[config.mk]
export PLATFORM = sky130hd
export DESIGN_NAME = i2c_line_packer
export DESIGN_NICKNAME = d
export VERILOG_FILES = /design/src/rtl/i2c_line_packer.sv
export SDC_FILE = /design/constraint.sdc
export NUM_CORES = 1
export LEC_CHECK = 0
export CAP_MARGIN = 15
export CORE_MARGIN = 4
export CORE_UTILIZATION = 48
export CTS_CLUSTER_DIAMETER = 60
export CTS_CLUSTER_SIZE = 20
export DETAILED_ROUTE_END_ITERATION = 10
export GPL_TIMING_DRIVEN = 0
export PLACE_DENSITY = 0.83
export SYNTH_ARGS = -nofsm -noshare
export SYNTH_HDL_FRONTEND = slang
export SYNTH_SLANG_ARGS = --single-unit
[constraint.sdc]
create_clock -name iclk -period 4.98 [get_ports iclk]
set_input_delay 0.996 -clock iclk [delete_from_list [all_inputs] [get_ports iclk]]
set_output_delay 0.996 -clock iclk [all_outputs]
set_load 0.005 [all_outputs]
[src/rtl/i2c_line_packer.sv]
// Packs 32-bit I2C frames into 128-bit SDRAM lines, four frames per line, and issues one write per line.
// Optional feature macro READBACK_VERIFY_EN adds a read-back compare of every written line.
module i2c_line_packer #(
  parameter logic [21:0] BASE_ADDR = 22'd1,
  parameter logic [21:0] END_ADDR  = 22'd1023,
  parameter logic [21:0] ADDR_STEP = 22'd1
) (
  input  logic         iclk,
  input  logic         ireset_n,
  input  logic         iframe_valid,
  input  logic [31:0]  iframe_data,
  input  logic         iflush,
  output logic         owrite_req,
  output logic [21:0]  owrite_address,
  output logic [127:0] owrite_data,
  input  logic         iwrite_ack,
  output logic         oread_req,
  output logic [21:0]  oread_address,
  input  logic [127:0] iread_data,
  input  logic         iread_ack,
  output logic [2:0]   ofill,
  output logic         obusy,
  output logic         ooverflow,
  output logic         omismatch
);

`ifdef READBACK_VERIFY_EN
  typedef enum logic [1:0] {IDLE, WRITE, VERIFY, DONE} state_t;
`else
  typedef enum logic [1:0] {IDLE, WRITE, DONE} state_t;
`endif

  state_t         state, state_nxt;
  logic           frame_valid_d;
  logic           frame_stb;
  logic [127:0]   acc, acc_nxt;
  logic [127:0]   staging;
  logic [2:0]     fill_nxt;
  logic           commit;

  // The incoming frame lands in its slot before the commit decision, so a
  // same-cycle flush includes it.
  always_comb begin
    frame_stb = iframe_valid & ~frame_valid_d;
    acc_nxt   = acc;
    if (frame_stb) acc_nxt[{ofill[1:0], 5'd0} +: 32] = iframe_data;
    fill_nxt  = ofill + {2'b00, frame_stb};
    commit    = (fill_nxt == 3'd4) | (iflush & (fill_nxt != 3'd0));
  end

  always_ff @(posedge iclk or negedge ireset_n) begin
    if (!ireset_n) state <= IDLE;
    else           state <= state_nxt;
  end

  always_comb begin
    state_nxt = state;
    case (state)
      IDLE:   if (commit) state_nxt = WRITE;
`ifdef READBACK_VERIFY_EN
      WRITE:  if (iwrite_ack) state_nxt = VERIFY;
      VERIFY: if (iread_ack) state_nxt = DONE;
`else
      WRITE:  if (iwrite_ack) state_nxt = DONE;
`endif
      DONE:   state_nxt = IDLE;
      default: state_nxt = IDLE;
    endcase
  end

  // Accumulator is cleared on every commit, so unfilled slots of a flushed line read as zero.
  always_ff @(posedge iclk or negedge ireset_n) begin
    if (!ireset_n) begin
      frame_valid_d  <= 1'b0;
      acc            <= '0;
      ofill          <= '0;
      staging        <= '0;
      ooverflow      <= 1'b0;
      owrite_address <= BASE_ADDR;
    end else begin
      frame_valid_d <= iframe_valid;
      if (commit) begin
        acc   <= '0;
        ofill <= '0;
        if (state == IDLE) staging   <= acc_nxt;
        else               ooverflow <= 1'b1;
      end else begin
        acc   <= acc_nxt;
        ofill <= fill_nxt;
      end
      if (state == DONE)
        owrite_address <= (owrite_address == END_ADDR) ? BASE_ADDR : owrite_address + ADDR_STEP;
    end
  end

`ifdef READBACK_VERIFY_EN
  always_ff @(posedge iclk or negedge ireset_n) begin
    if (!ireset_n) omismatch <= 1'b0;
    else if (state == VERIFY && iread_ack && iread_data != staging) omismatch <= 1'b1;
  end
  assign oread_req = (state == VERIFY);
`else
  logic unused_rd;
  assign unused_rd = ^{iread_data, iread_ack};
  assign omismatch = 1'b0;
  assign oread_req = 1'b0;
`endif

  assign owrite_req    = (state == WRITE);
  assign owrite_data   = staging;
  assign oread_address = owrite_address;
  assign obusy         = (state != IDLE);

endmodule
==> impl_metrics.yaml, run 1 <==
logic_synthesis:
  synth_top_area_share_pct: 64.76
  synth_edf_count: 0
  synth_area_leaders: "dfrtp_1 (65%), nor2_1 (9.1%), a22oi_1 (8.6%)"
  synth.largest_area_cell: "dfrtp_1"
  synth_seq_area_share_pct: 65.00
  synth_cell_types: 42
  ys_ff_latch: 285
  ys.flop_type: "dfrtp_1"
  synth_warnings: 0
  async_reset_ff_share_pct: 100.0
  syn_area_um2: 10970
  synthCells: 1006
  yosysMostFrequentCell: "dfrtp_1"
  synthTopCellsByCount: "dfrtp_1 (284), nor2_1 (267), a21oi_1 (128)"
  syn_avg_cell_area_um2: 10.91
timing:
  skew_ps: 30.28
  finalMaxSlewViolations: 0
  finalSetupTns_ps: 0
  setup_viol: 0
  rsz0062_at_grt: "no"
  min_period_over_period_pct: 74.63
  clock.fmax_mhz: 269.1
  tightest_slew_ps: 994.3
  hold_viol_final: 0
  relSlewSlack_pct: 33.10
  final.min_clock_period_ps: 3717
worst_setup_path:
  cp.required_ps: 5340
  cp_max_fo: 10
  ff2ff_path_depth: 8
  rrSetupSlack_ps: 1880
  crit_chain: "clkdlybuf4s50_1, nor2b_1, ha_1, ha_1, o21bai_1, o311a_1, clkbuf_1, clkbuf_1, clkbuf_1, a21oi_1"
  cp-start-kind: "primary input"
  max_stage_delay_ps: 580
  critPathKind: "in -> reg"
  worst-path-buf-inv: 4
  end_kind: "flop"
  r2r-end: "owrite_data[58]"
  cp_top_family: "buffers and inverters"
  crit_path_frequent_cell: "clkbuf_1"
  reg2reg_from: "ofill[0]"
  worstPathArrival_ps: 4080
  cp_slowest_cell: "clkdlybuf4s50_1"
cts:
  clk_path_buf_depth: 3
  cts_setup_buffers: 0
  cts_hold_buf: 0
  cts_tree: "done"
  htreeDepth: 1
  cts-root-buf: "clkbuf_16"
  insertion_delay_ps: 520
  clk_pin_slew_ps: 80
  cts_buffers: 21
  clock-sinks: 285
  cts_resized: 0
floorplan:
  num_rows: 55
  initial_core_util_pct: 48.62
  die_height_um: 159.2
  dieWidth_um: 159.2
  core_um2: 22570
  ios: 346
  die_area_um2: 25350
routing:
  drt_iter0_drc: 812
  post-route-drc-count: 0
  vias: 8839
  wire_per_inst_um: 20.23
  detail-route-antenna-nets: 0
  viasPerCell: 5.736
  dr.pass1.iters: 5
  wl_um: 31170
pwr:
  powerDensity_nw_per_um2: 527.6
  power.leakage_nw: 6.353
  peakVddDrop_v: 0.0003218
layout:
  multi_input_area_um2: 3352
  seqCellArea_um2: 7133
  final_nets: 1420
  fin_cells: 1541
  nFillCells: 1781
  syn2layout_area_growth_pct: 29.40
  drive_above_1_share_pct: 6.215
place:
  hpwl_um: 22040
  place_congestion: 0.8319
  placed_cells: 1508
  numPortBuffers: 214
outcome:
  status: "finished clean"
job:
  cap_viol_max_count: 0
global_route:
  grt_max_degree: 121
  antenna_found_initial: 1
  grt_pass1_vias: 8925
  grt_usage_pct: 24.16
  grt_pass1_wl_um: 49380
  overflow: 0
min_path:
  hold_path_class: "in -> async"
==> sequential cells by signal, summed over array words and instances, names as in the netlist <==
| register | count |
|---|---|
| acc | 128 |
| owrite_data | 128 |
| oread_address | 22 |
| ofill | 3 |
| state | 2 |
| frame_valid_d | 1 |
| ooverflow | 1 |
==> worst register-to-register path: stages, from the launching register on <==
cell and delay (ps):
dfrtp_1 530, ha_1 280, ha_1 320, o21bai_1 230, o311a_1 250, clkbuf_1 220, clkbuf_1 400, clkbuf_1 550
a21oi_1 170
==> where the power goes <==
part | switching (mW) | leakage [nW] | total, mW | internal, mW
Clock | 0.849 | 0.323 | 1.71 | 0.863
Combinational | 1.11 | 2.34 | 2.48 | 1.37
Sequential | 0.402 | 3.69 | 3.30 | 2.90
==> how the worst max path moves through the flow <==
stage | endpoint | startpoint | slack (ps) | depth (start not counted)
after floorplan | owrite_data[100] | iframe_valid | 2070 | 9
after global placement | owrite_data[123] | ireset_n | -8860 | 1
after detailed placement | owrite_data[125] | iframe_valid | 810 | 10
after CTS | owrite_data[125] | iframe_valid | 1330 | 10
after global routing | owrite_data[74] | iframe_valid | 1070 | 11
final | owrite_data[58] | iframe_valid | 1260 | 10
==> cell usage in the layout, fill, tap and decap left out, types with 4 or more instances in the layout <==
| master | n |
|---|---|
| nand3_1 | 7 |
| a21oi_1 | 128 |
| a22oi_1 | 125 |
| clkdlybuf4s50_1 | 213 |
| xor2_1 | 14 |
| nand2_1 | 9 |
| clkbuf_1 | 54 |
| inv_1 | 10 |
| inv_6 | 4 |
| buf_2 | 10 |
| clkbuf_16 | 21 |
| nor3_1 | 7 |
| ha_1 | 8 |
| nor2_1 | 267 |
| buf_4 | 24 |
| nor4_1 | 8 |
| nor2b_1 | 5 |
| dfrtp_1 | 284 |
| xnor2_1 | 7 |
| nand3b_1 | 4 |
==> metrics by stage <==
stage          cell area (um2)  utilization (%)  hold WS [ps]  worst slack (ps)  total power [mW]
4_1_cts                  14200            62.90         381.0              1331             7.538
2_1_floorplan            10980                -         451.0              2072             4.141
6_report                 14200            62.92         360.8              1263             7.492
5_1_grt                  14200            62.92         386.1              1073             7.894
3_3_place_gp             13480            59.71         440.9             -8860             5.733
3_5_place_dp             13540            59.97         486.2             808.5             5.816
==> area by class of cell <==
class / count / share of cell area, %
clock inverters: 10 / 0.8634
clock buffers: 22 / 3.797
inverters: 10 / 0.2643
flip-flops and latches: 285 / 50.23
diodes: 1 / 0.01762
multi-input cells: 620 / 23.60
well taps: 285 / 2.511
repair buffers: 216 / 15.51
plain buffers: 92 / 3.207
==> per-layer routing <==
metal	GRT usage [%]	wire length, um	share of wire (%)	vias up
met3	5.151	2477	7.9	64
met4	8.442	1049	3.4	0
met5	0	0	0	-
met2	39.31	15020	48	393
li1	-	-	-	3916
met1	32.56	12630	40	4466
==> cells by family (layout without fill, tap and decap cells) <==
logic type | after synthesis | in the layout | synth area share [%]
mux | 1 | 1 | 0.09121
simple gates | 325 | 325 | 12.70
flops | 285 | 285 | 65.00
other cells | 1 | 3 | 0.03417
xor+xnor | 21 | 21 | 1.676
compound gates | 263 | 263 | 15.10
fa+ha+maj | 8 | 8 | 0.9121
buf+inv | 102 | 350 | 4.492
No activity file was read; power rests on OpenSTA's default activity.
==> inputs of run 2 (changes only) <==
--- a/config.mk
+++ b/config.mk
@@ -7,12 +7,12 @@
 export LEC_CHECK = 0
 export CAP_MARGIN = 15
 export CORE_MARGIN = 4
-export CORE_UTILIZATION = 48
+export CORE_UTILIZATION = 42
 export CTS_CLUSTER_DIAMETER = 60
 export CTS_CLUSTER_SIZE = 20
 export DETAILED_ROUTE_END_ITERATION = 10
 export GPL_TIMING_DRIVEN = 0
-export PLACE_DENSITY = 0.83
+export PLACE_DENSITY = 0.77
 export SYNTH_ARGS = -nofsm -noshare
 export SYNTH_HDL_FRONTEND = slang
 export SYNTH_SLANG_ARGS = --single-unit
==> constraint.sdc (replaced) <==
create_clock -name iclk -period 3.2 [get_ports iclk]
set_input_delay 0.64 -clock iclk [delete_from_list [all_inputs] [get_ports iclk]]
set_output_delay 0.64 -clock iclk [all_outputs]
set_load 0.005 [all_outputs]
==> impl_metrics.yaml, run 2 (synthesized netlist as in run 1, its figures left out) <==
outcome:
  status: "finished clean"
min_path:
  whs_path_depth: 1
  worstHoldEndpoint: "ooverflow"
  hp-start: "ooverflow"
  hold_path_class: "reg -> reg"
floorplan:
  initial_core_util_pct: 43.08
  ios: 346
  num_rows: 58
  dieWidth_um: 169.6
  core_um2: 25470
  die_height_um: 169.6
  die_area_um2: 28780
global_route:
  antenna_found_initial: 2
  grt_usage_pct: 21.71
  grt_max_degree: 129
  grt_pass1_vias: 8964
  overflow: 0
  grt_pass1_wl_um: 49740
layout:
  postLayoutCoreUtil_pct: 56.56
  drive_above_1_share_pct: 7.705
  final_nets: 1422
  antennaDiodeCount: 0
  layout_commonest_cell: "dfrtp_1"
  fin_cells: 1589
  syn2layout_area_growth_pct: 31.27
  final_cell_mix: "dfrtp_1 (284), nor2_1 (267), clkdlybuf4s50_1 (213)"
  nFillCells: 2141
timing:
  skew_ps: 21.45
  setup_viol: 0
  min_period_over_period_pct: 95.24
  rsz0062_at_grt: "no"
  relSlewSlack_pct: 35.93
  hold_slack_ps: 456.5
  clock.fmax_mhz: 328.1
  final.min_clock_period_ps: 3048
  tightest_slew_ps: 952.3
  hold_viol_final: 0
  finalMaxSlewViolations: 0
place:
  numPortBuffers: 214
  hpwl_um: 22190
  place_congestion: 0.8211
  placed_cells: 1553
worst_setup_path:
  cp.required_ps: 3570
  cp-start-kind: "primary input"
  cp_max_fo: 10
  r2r-end: "owrite_data[123]"
  critPathKind: "in -> reg"
  ff2ff_path_depth: 6
  cp-startpoint: "iframe_valid"
  rrSetupSlack_ps: 210
  end_kind: "flop"
  reg2reg_from: "ofill[0]"
  worstPathArrival_ps: 3410
cts:
  htreeDepth: 1
  clk_path_buf_depth: 3
  cts_setup_buffers: 0
  cts-root-buf: "clkbuf_16"
  cts_tree: "done"
  clock-sinks: 285
  insertion_delay_ps: 530
  cts_buffers: 22
  clk_pin_slew_ps: 80
routing:
  wire_per_inst_um: 20.29
  dr.pass1.iters: 7
  viasPerCell: 5.526
  wl_um: 32240
  detail-route-antenna-nets: 0
  drt_iter0_drc: 884
  vias: 8781
  post-route-drc-count: 0
pwr:
  power.leakage_nw: 6.465
  powerDensity_nw_per_um2: 834.9
  peakVddDrop_v: 0.0004693
job:
  cap_viol_max_count: 0
## run 2: cell types whose count changed in the layout (fill, tap and decap cells not counted), moves of 2 or more
cell and change:
clkbuf_2 +16, clkbuf_1 -15, clkinv_8 +3, inv_6 -3
inv_8 -3, bufinv_16 +2, inv_12 +2
## run 2: layout make-up
cell class                 count  area [um2]  share of cell area [%]
clock buffer                  24       578.1                   4.013
multi-input combinational    620        3352                   23.27
inverter                      10       37.54                  0.2606
clock inverter                11       205.2                   1.424
sequential                   285        7133                   49.51
timing repair buffer         217        2212                   15.36
tap                          330       412.9                   2.866
buffer                        92       475.5                   3.300
## run 2: where the power goes
part / total (mW) / internal [mW] / switching, mW
Sequential: 5.15 / 4.52 / 0.630
Combinational: 3.87 / 2.14 / 1.73
Clock: 3.01 / 1.60 / 1.41
Total: 12.0 / 8.26 / 3.77
## run 2: how the worst max path moves through the flow
| stage | to | slack (ps) |
|---|---|---|
| 2_1_floorplan | owrite_data[100] | 650 |
| 3_3_place_gp | owrite_data[53] | -10320 |
| 3_5_place_dp | owrite_data[125] | -610 |
| 4_1_cts | owrite_data[97] | 7 |
| 5_1_grt | acc[60] | 10 |
| 6_report | acc[27] | 150 |
## run 2: layer usage
metal	track usage, %	routed length [um]	up-vias
met5	0	24	-
met3	5.497	2909	56
met2	36.53	15610	357
met4	5.425	692	4
met1	28.36	13010	4448
li1	-	-	3916
## run 2: worst max-delay path: stages
cell and delay [ps]:
clkdlybuf4s50_1 580, nor2b_1 210, ha_1 170, ha_1 260, o21bai_1 220, o31a_1 220
clkbuf_1 440, clkbuf_1 530, nor2_1 120
## run 2: timing repair
item | CTS | global route
hold buffers | 1 | 0
resized for setup | 6 | 19
endpoints found under the hold margin | 35 | 0
endpoints found under the setup margin | 25 | 127
## run 2: per-stage QoR
step                      setup WS, ps  TNS [ps]  instance area (um2)  power [mW]
after detailed placement        -612.7    -87810                13590       9.074
final                            152.3         0                14410       12.03
after global routing             13.74         0                14410       12.67
after CTS                        7.359         0                14390       12.12
after floorplan                  648.3         0                10980       6.444
after global placement          -10320  -3005220                13530       8.958
